[src/rtl/rrarb_pkg.sv]
// rrarb_pkg: shared types and helpers for the round-robin burst arbiter.
//   rrarb_state_t : FSM state encoding (IDLE, HOLD, TURN)
//   rr_pick       : rotating-priority search, width supplied by the caller
//                   (nreq <= RR_MAX_REQ)
package rrarb_pkg;

   typedef enum logic [1:0] {
      IDLE = 2'd0,
      HOLD = 2'd1,
      TURN = 2'd2
   } rrarb_state_t;

   localparam int unsigned RR_MAX_REQ = 32;
   localparam int unsigned RR_IDX_W   = $clog2(RR_MAX_REQ);

   // First set bit scanning ptr, ptr+1, ... wrapping mod nreq; 0 if none.
   function automatic int unsigned rr_pick(
      input logic [RR_MAX_REQ-1:0] req,
      input int unsigned           ptr,
      input int unsigned           nreq
   );
      int unsigned idx;
      logic        found;
      rr_pick = 0;
      found   = 1'b0;
      for (int unsigned k = 0; k < RR_MAX_REQ; k++) begin
         if ((k < nreq) && !found) begin
            idx = ptr + k;
            if (idx >= nreq) idx = idx - nreq;
            if (req[idx[RR_IDX_W-1:0]]) begin
               rr_pick = idx;
               found   = 1'b1;
            end
         end
      end
   endfunction

endpackage

[src/rtl/rrarb_pick.sv]
// rrarb_pick: combinational rotating-priority picker.
//   req    in  NREQ  request vector
//   ptr    in  IDW   index with highest priority this round
//   win    out NREQ  one-hot winner (0 when no request)
//   win_id out IDW   winner index (0 when no request)
//   any    out 1     at least one request present
module rrarb_pick
   import rrarb_pkg::*;
#(
   parameter  int unsigned NREQ = 4,
   localparam int unsigned IDW  = $clog2(NREQ)
) (
   input  logic [NREQ-1:0] req,
   input  logic [IDW-1:0]  ptr,
   output logic [NREQ-1:0] win,
   output logic [IDW-1:0]  win_id,
   output logic            any
);

   // Search is delegated to the package helper; one-hot derived from the index.
   always_comb begin
      any    = |req;
      win_id = IDW'(rr_pick(RR_MAX_REQ'(req), 32'(ptr), NREQ));
      win    = '0;
      if (any) win[win_id] = 1'b1;
   end

endmodule

[src/rtl/rrobin_burst_arbiter.sv]
// rrobin_burst_arbiter: round-robin arbiter with burst-limited grant tenure
// and a one-cycle dead cycle between successive owners.
//   clock    in  1     posedge clock
//   reset    in  1     asynchronous, active-high
//   req      in  NREQ  request vector
//   lock     in  1     (RRARB_LOCK_EN only) hold the current owner past BURST
//   gnt      out NREQ  registered one-hot grant
//   gnt_vld  out 1     |gnt
//   gnt_id   out IDW   owner index, 0 when idle
// Optional feature macro: RRARB_LOCK_EN (adds the lock port).
module rrobin_burst_arbiter
   import rrarb_pkg::*;
#(
   parameter  int unsigned NREQ  = 4,
   parameter  int unsigned BURST = 8,
   localparam int unsigned IDW   = $clog2(NREQ),
   localparam int unsigned CW    = $clog2(BURST + 1)
) (
   input  logic            clock,
   input  logic            reset,
   input  logic [NREQ-1:0] req,
`ifdef RRARB_LOCK_EN
   input  logic            lock,
`endif
   output logic [NREQ-1:0] gnt,
   output logic            gnt_vld,
   output logic [IDW-1:0]  gnt_id
);

   rrarb_state_t    state_q, state_d;
   logic [IDW-1:0]  ptr_q,   ptr_d;
   logic [CW-1:0]   cnt_q,   cnt_d;
   logic [NREQ-1:0] gnt_q,   gnt_d;
   logic [IDW-1:0]  id_q,    id_d;
   logic            vld_q,   vld_d;

   logic [NREQ-1:0] win;
   logic [IDW-1:0]  win_id;
   logic            any;
   logic            owner_req_c;
   logic            others_c;
   logic            lock_hold_c;
   logic            expire_c;

   rrarb_pick #(
      .NREQ (NREQ)
   ) u_pick (
      .req    (req),
      .ptr    (ptr_q),
      .win    (win),
      .win_id (win_id),
      .any    (any)
   );

   // Lock only matters in HOLD; it is gated there by the owner's own request.
`ifdef RRARB_LOCK_EN
   assign lock_hold_c = lock;
`else
   assign lock_hold_c = 1'b0;
`endif

   // Burst expiry needs a full burst and at least one other waiting requester.
   always_comb begin
      owner_req_c = req[id_q];
      others_c    = |(req & ~gnt_q);
      expire_c    = (cnt_q == CW'(BURST)) && others_c && !lock_hold_c;
   end

   // Next-state and next-output logic.
   always_comb begin
      state_d = state_q;
      ptr_d   = ptr_q;
      cnt_d   = cnt_q;
      gnt_d   = gnt_q;
      id_d    = id_q;
      vld_d   = vld_q;

      case (state_q)
         IDLE, TURN: begin
            if (any) begin
               state_d = HOLD;
               gnt_d   = win;
               id_d    = win_id;
               vld_d   = 1'b1;
               cnt_d   = CW'(1);
               ptr_d   = (win_id == IDW'(NREQ - 1)) ? '0 : win_id + IDW'(1);
            end else begin
               state_d = IDLE;
               gnt_d   = '0;
               id_d    = '0;
               vld_d   = 1'b0;
               cnt_d   = '0;
            end
         end

         HOLD: begin
            if (!owner_req_c || expire_c) begin
               state_d = TURN;
               gnt_d   = '0;
               id_d    = '0;
               vld_d   = 1'b0;
               cnt_d   = '0;
            end else if (cnt_q != CW'(BURST)) begin
               cnt_d   = cnt_q + CW'(1);
            end
         end

         default: begin
            state_d = IDLE;
            ptr_d   = '0;
            cnt_d   = '0;
            gnt_d   = '0;
            id_d    = '0;
            vld_d   = 1'b0;
         end
      endcase
   end

   // State and output registers.
   always_ff @(posedge clock or posedge reset) begin
      if (reset) begin
         state_q <= IDLE;
         ptr_q   <= '0;
         cnt_q   <= '0;
         gnt_q   <= '0;
         id_q    <= '0;
         vld_q   <= 1'b0;
      end else begin
         state_q <= state_d;
         ptr_q   <= ptr_d;
         cnt_q   <= cnt_d;
         gnt_q   <= gnt_d;
         id_q    <= id_d;
         vld_q   <= vld_d;
      end
   end

   assign gnt     = gnt_q;
   assign gnt_vld = vld_q;
   assign gnt_id  = id_q;

endmodule

[config.mk]
export PLATFORM = sky130hd
export DESIGN_NAME = rrobin_burst_arbiter
export DESIGN_NICKNAME = d
export VERILOG_FILES = /design/src/rtl/rrarb_pkg.sv /design/src/rtl/rrarb_pick.sv /design/src/rtl/rrobin_burst_arbiter.sv
export SDC_FILE = /design/constraint.sdc
export NUM_CORES = 1
export LEC_CHECK = 0
export BUFFER_PORTS_ARGS = -buffer_cell sky130_fd_sc_hd__buf_2
export CORE_ASPECT_RATIO = 0.8
export CORE_UTILIZATION = 50
export DETAILED_ROUTE_END_ITERATION = 6
export HOLD_SLACK_MARGIN = 0.02
export PLACE_DENSITY = 0.7
export SYNTH_ARGS = -nofsm -noshare
export SYNTH_HDL_FRONTEND = slang
export SYNTH_SLANG_ARGS = --single-unit
[constraint.sdc]
create_clock -name clock -period 3.63 [get_ports clock]
set_input_delay 0.5445 -clock clock [delete_from_list [all_inputs] [get_ports clock]]
set_output_delay 0.5445 -clock clock [all_outputs]
set_load 0.005 [all_outputs]
== Word level (Yosys, flattened, before mapping) ==
Index checks and enable logic that the tools add are counted.
Operators by class
  add/sub/neg operators: 9
  $lt $le $gt $ge: 11
  eq/ne operators: 8
  multiplexer cells: 50
  bitwise gates (word level): 3
  reduce and logical (&&, ||, !) cells: 9
Operator list (count)
  greater-or-equal comparator 32 x 3 -> 1 bit (second input constant): 3
  two-way mux 5 bit: 7
  < comparator 5 x 6 -> 1 bit (second input constant): 4
  two-way mux 2 bit: 12
  binary-select mux 1 bit (select 5 bit): 4
  two-way mux 4 bit: 4
  case mux 4 bit (2 select lines): 2
  two-way mux 1 bit: 15
  case mux 2 bit (2 select lines): 3
  subtractor 3 x 3 -> 4 bit (second input constant): 3
  OR reduction 4 bit: 2
  adder 2 x 2 -> 3 bit (second input constant): 2
  < comparator 2 x 3 -> 1 bit (second input constant): 2
  adder 4 x 1 -> 4 bit (second input constant): 1
  AND 4 bit: 1
  equality test 2 bit (second input constant): 2
  equality test 4 bit (second input constant): 1
  inequality test 2 bit (second input constant): 2
  inequality test 4 bit (second input constant): 1
  inverter 4 bit: 1
  subtractor 2 x 3 -> 4 bit (second input constant): 1
  adder 2 x 1 -> 3 bit (second input constant): 1
  greater-or-equal comparator 2 x 3 -> 1 bit (second input constant): 1
  inequality test 3 bit (second input constant): 1
  other kinds (13): 14
Storage, ports and cells
  bits in registers: 15
  input bits: 6
  output and inout bits: 7
  word-level logic and storage cells: 96

== Depth between registers and ports, before layout ==
  word-level depth: 26
  depth in mapped cells: 11
  gate-level depth less buffers: 9

== By module ==
A second synthesis with hierarchy kept.
Second synthesis, totals
  cell total of the unflattened synthesis: 125
  area, all modules: 1176.1 µm²
Modules (own cells, without submodules)
  rrobin_burst_arbiter: times used 1, cells an instance 66, area each 734.5 µm², seq. area each 375.4 µm²
  rrarb_pick: times used 1, cells an instance 59, area each 441.7 µm², seq. area each 0.0 µm²

== Worst setup path before layout ==
Ideal clock, no wire load.
  path kind: reg-to-reg
  start: reg ptr_q[0]
  end: reg ptr_q[1]
  library setup time: 84 ps
  arrival time: 2929 ps
  data required time: 3546 ps
  slack: 618 ps
  stages on the path, launching flop included: 12
  buffers on the path: 2
  clock period less this slack: 3012 ps
  path through: dfrtp_1 buf_2 buf_2 inv_1 ha_1 mux4_2 and2_4 or3_4 a22oi_4 inv_2 ha_1 o21ai_0
On the way
  word-level cells in the longest chain between the ends: 16
  elaborated cells between the ends (all ways): 43
  classes of those cells: add/sub: 8; order compare: 4; eq/ne: 1; mux: 30
Ends and longest elaborated chain
  start: declaration: RTL line rrobin_burst_arbiter.sv:31  | logic [IDW-1:0] ptr_q, ptr_d;
  start signal: assignment: RTL line rrobin_burst_arbiter.sv:130  | ptr_q <= ptr_d;
  adder 2 x 1 -> 3 bit: RTL line rrarb_pkg.sv:28  | idx = ptr + k;
  greater-or-equal comparator 32 x 3 -> 1 bit or subtractor 3 x 3 -> 4 bit (tied branches): RTL line rrarb_pkg.sv:29  | if (idx >= nreq) idx = idx - nreq;
  two-way mux 5 bit: RTL line rrarb_pkg.sv:29
  two-way mux 5 bit: RTL line rrarb_pkg.sv:27  | if ((k < nreq) && !found) begin
  binary-select mux 1 bit (select 5 bit): RTL line rrarb_pkg.sv:30  | if (req[idx[RR_IDX_W-1:0]]) begin
  two-way mux 1 bit (implied by the code): RTL line rrarb_pkg.sv:30
  two-way mux 2 bit: RTL line rrarb_pkg.sv:30
  two-way mux 2 bit: RTL line rrarb_pkg.sv:27
  two-way mux 2 bit: RTL line rrarb_pkg.sv:30
  two-way mux 2 bit: RTL line rrarb_pkg.sv:27
  two-way mux 2 bit: RTL line rrarb_pkg.sv:30
  two-way mux 2 bit (*): RTL line rrarb_pkg.sv:27
  adder 2 x 1 -> 2 bit or equality test 2 bit (tied branches): RTL line rrobin_burst_arbiter.sv:86  | ptr_d = (win_id == IDW'(NREQ - 1)) ? '0 : win_id + IDW'(1);
  two-way mux 2 bit (*): RTL line rrobin_burst_arbiter.sv:86
  two-way mux 2 bit (*): RTL line rrobin_burst_arbiter.sv:80  | if (any) begin
  case mux 2 bit (2 select lines) (*): RTL line rrobin_burst_arbiter.sv:78  | case (state_q)
Mark *: on every way between the ends. The rest lies on a longest branch, timed or not. The select of a mux whose other input is x is not followed.
A chain may end at the register's enable or synchronous reset.

== Worst setup path in the final report ==
  start: reg ptr_q[1]
  end: reg ptr_q[1]
Same word-level chain as after synthesis.

==> results.py <==
metrics = {
    "synth": {
        "avgSynthCellArea_um2": 10.07,
        "netlist_instances": 105,
        "synth_flop_cell": "dfrtp_1",
        "ys_types": 43,
        "synthTopCellsByArea": "dfrtp_1, ha_1, mux2i_1",
        "async_flop_share_pct": 100.0,
        "synth_top_area_share_pct": 35.50,
        "synth_most_common_cell": "dfrtp_1",
        "syn_area_um2": 1057,
        "yosysTopAreaCell": "dfrtp_1",
        "ys_warn_count": 0,
        "syn_nets": 118,
        "synth_seq_cells": 15,
        "ys_top_cells_by_count": "dfrtp_1, nand2_1, ha_1, inv_1, nand2b_1",
        "synth_edf_count": 0,
        "yosysSeqAreaShare_pct": 35.50,
    },
    "sta": {
        "final-hold-violation-count": 0,
        "timing.final.crit_share_pct": 82.36,
        "slew_viol_final": 0,
        "fin_skew_ns": 0.005307,
        "slew_headroom_pct": 61.00,
        "period_needed_ns": 2.990,
        "setup-tns-final_ns": 0,
        "finalSetupViolations": 0,
        "max_freq_mhz": 334.5,
        "tightest_slew_ns": 0.5769,
        "rsz0062_at_grt": "no",
    },
    "grt": {
        "grtUsageTotal_pct": 22.39,
        "grt_pass1_wl_um": 3615,
        "grt-ovfl-total": 0,
        "grt_pass1_vias": 763,
        "antenna_found_initial": 0,
        "grt_max_degree": 18,
    },
    "finish": {
        "fin_cells": 140,
        "area_delta_synth_final_pct": 9.113,
        "drive_above_1_share_pct": 24.14,
        "antenna_cells": 0,
        "nets": 130,
    },
    "floorplan": {
        "coreArea_um2": 1927,
        "pin_count": 13,
        "num_rows": 14,
        "chipWidth_um": 53.41,
        "start_util_pct": 54.87,
        "die-area_um2": 2304,
        "die_h_um": 43.13,
    },
    "cts": {
        "cts_hold_buf": 0,
        "cts_buffers": 3,
        "clock_latency_ns": 0.29,
        "ctsResizeCount": 0,
        "post_cts_buffers": 0,
        "cts_tree": "built",
        "clockBufferDepth": 2,
        "htree_levels": 1,
        "clk_pin_slew_worst_paths_ns": 0.10,
        "root_buffer": "clkbuf_4",
        "cts_sinks": 15,
    },
    "run": {
        "maxCapViolCount": 0,
    },
    "detailed_routing": {
        "highest_layer": "met4",
        "postRouteAntennaNets": 0,
        "vias": 829,
        "detail_route.wirelength_um": 2122,
        "viasPerCell": 5.921,
        "wl_met1_um": 1044,
        "remaining_drc_errors": 0,
        "wl_per_cell_um": 15.16,
        "wl_met2_um": 942,
        "wl_met3_um": 116,
        "firstDrtPassIters": 4,
        "drtIter0Drc": 13,
    },
    "min_path": {
        "hold_class": "in -> async",
    },
    "setup_path": {
        "crit_top_cell": "ha_1",
        "critPathMaxStageDelay_ns": 0.53,
        "worstPathArrival_ns": 3.21,
        "crit_chain": "inv_1 > ha_1 > mux4_2 > and2_4 > or3_4 > a22oi_4 > inv_2 > ha_1 > o21ai_0",
        "path_class": "reg -> reg",
        "critPathLaunch": "ptr_q[1]",
        "critPathMaxFanout": 9,
        "required_ns": 3.85,
        "crit_path_start_kind": "flip-flop",
        "reg2reg_from": "ptr_q[1]",
        "path_buf_inv": 2,
        "cp_slowest_cell": "mux4_2",
        "critical_path.top_delay_family": "adder cells",
        "cp-end-kind": "flip-flop",
    },
    "status": {
        "status": "complete, no violations",
    },
    "power_and_ir_drop": {
        "p_per_area_nw_per_um2": 833.5,
        "p_leak_nw": 0.5746,
        "ir_drop_mv": 0.4622,
    },
    "placed_design": {
        "gp_congestion": 0.8257,
        "portBuffers": 12,
        "post-dp-hpwl_um": 1567,
        "dp_cells": 136,
    },
}
[layer usage]
layer  vias to the layer above  global-route usage, %
li1                        400                      -
met1                       400                  33.33
met2                        24                  31.00
met3                         5                  7.527
met4                         0                  4.737
met5                         -                      0
[logic make-up after synthesis]
| kind of cell | count (synthesis) | share of synthesized area (%) |
|---|---|---|
| compound gates | 18 | 15.38 |
| xor+xnor | 3 | 2.486 |
| fa+ha+maj | 7 | 8.284 |
| buf+inv | 15 | 6.509 |
| flops | 15 | 35.50 |
| mux | 9 | 11.60 |
| simple gates | 38 | 20.24 |
[through the flow]
stage                     total power, mW  cell area, um2  hold slack (ns)  utilization (%)  setup slack [ns]
final                              0.9615            1154           0.2957            59.87            0.6402
after global routing                1.042            1154           0.3462            59.87            0.5418
after CTS                          0.9676            1154           0.3033            59.87            0.6361
after detailed placement           0.8635            1124           0.4589            58.31            0.6579
after floorplan                    0.7383            1057           0.4314                -            0.6176
after global placement             0.8367            1124           0.4554            58.31            0.7831
[cell usage in the layout (no fill, tap or decap), types with 2 or more instances in the layout]
master / Yosys / routed
nand2b_1: 5 / 5
nor2_1: 3 / 3
o21ai_0: 3 / 3
nand2_1: 10 / 10
mux2_2: 3 / 3
inv_1: 7 / 7
clkbuf_4: 0 / 3
nand3_1: 4 / 4
dfrtp_1: 15 / 15
nand4_1: 3 / 3
a21oi_1: 3 / 3
a22o_1: 3 / 3
ha_1: 7 / 7
mux2i_1: 4 / 4
xnor2_1: 2 / 2
buf_4: 0 / 2
buf_2: 4 / 12
[area by class of cell]
cell class | count | area [um2]
repair buffers | 14 | 75.07
inverters | 8 | 30.03
clock buffers | 3 | 22.52
fillers | 157 | 773.2
multi-input cells | 75 | 613.1
flip-flops and latches | 15 | 375.4
well taps | 24 | 30.03
clock inverters | 1 | 7.507
[flip-flops by register name (all words and copies together), names as in the netlist]
name	cells
gnt_vld	1
state_q	2
cnt_q	4
gnt_id	2
ptr_q	2
gnt	4
[report_power, final]
group	leakage [nW]	switching, mW	internal (mW)
clock	0.0139	0.0596	0.0420
sequential	0.193	0.0554	0.229
combinational	0.367	0.308	0.268
[path summary, 6_finish.rpt]
kind                            depth (start not counted)       end  slack [ns]
worst max-delay path                                    9  ptr_q[1]        0.64
worst min register to register                          2   gnt_vld        0.48
worst min-delay path                                    2   gnt_vld        0.30
max in group asynchronous                               2  cnt_q[2]        2.94
min in group clock                                      2   gnt_vld        0.48
worst max register to register                          9  ptr_q[1]        0.64
No activity file was read; power rests on OpenSTA's default activity.
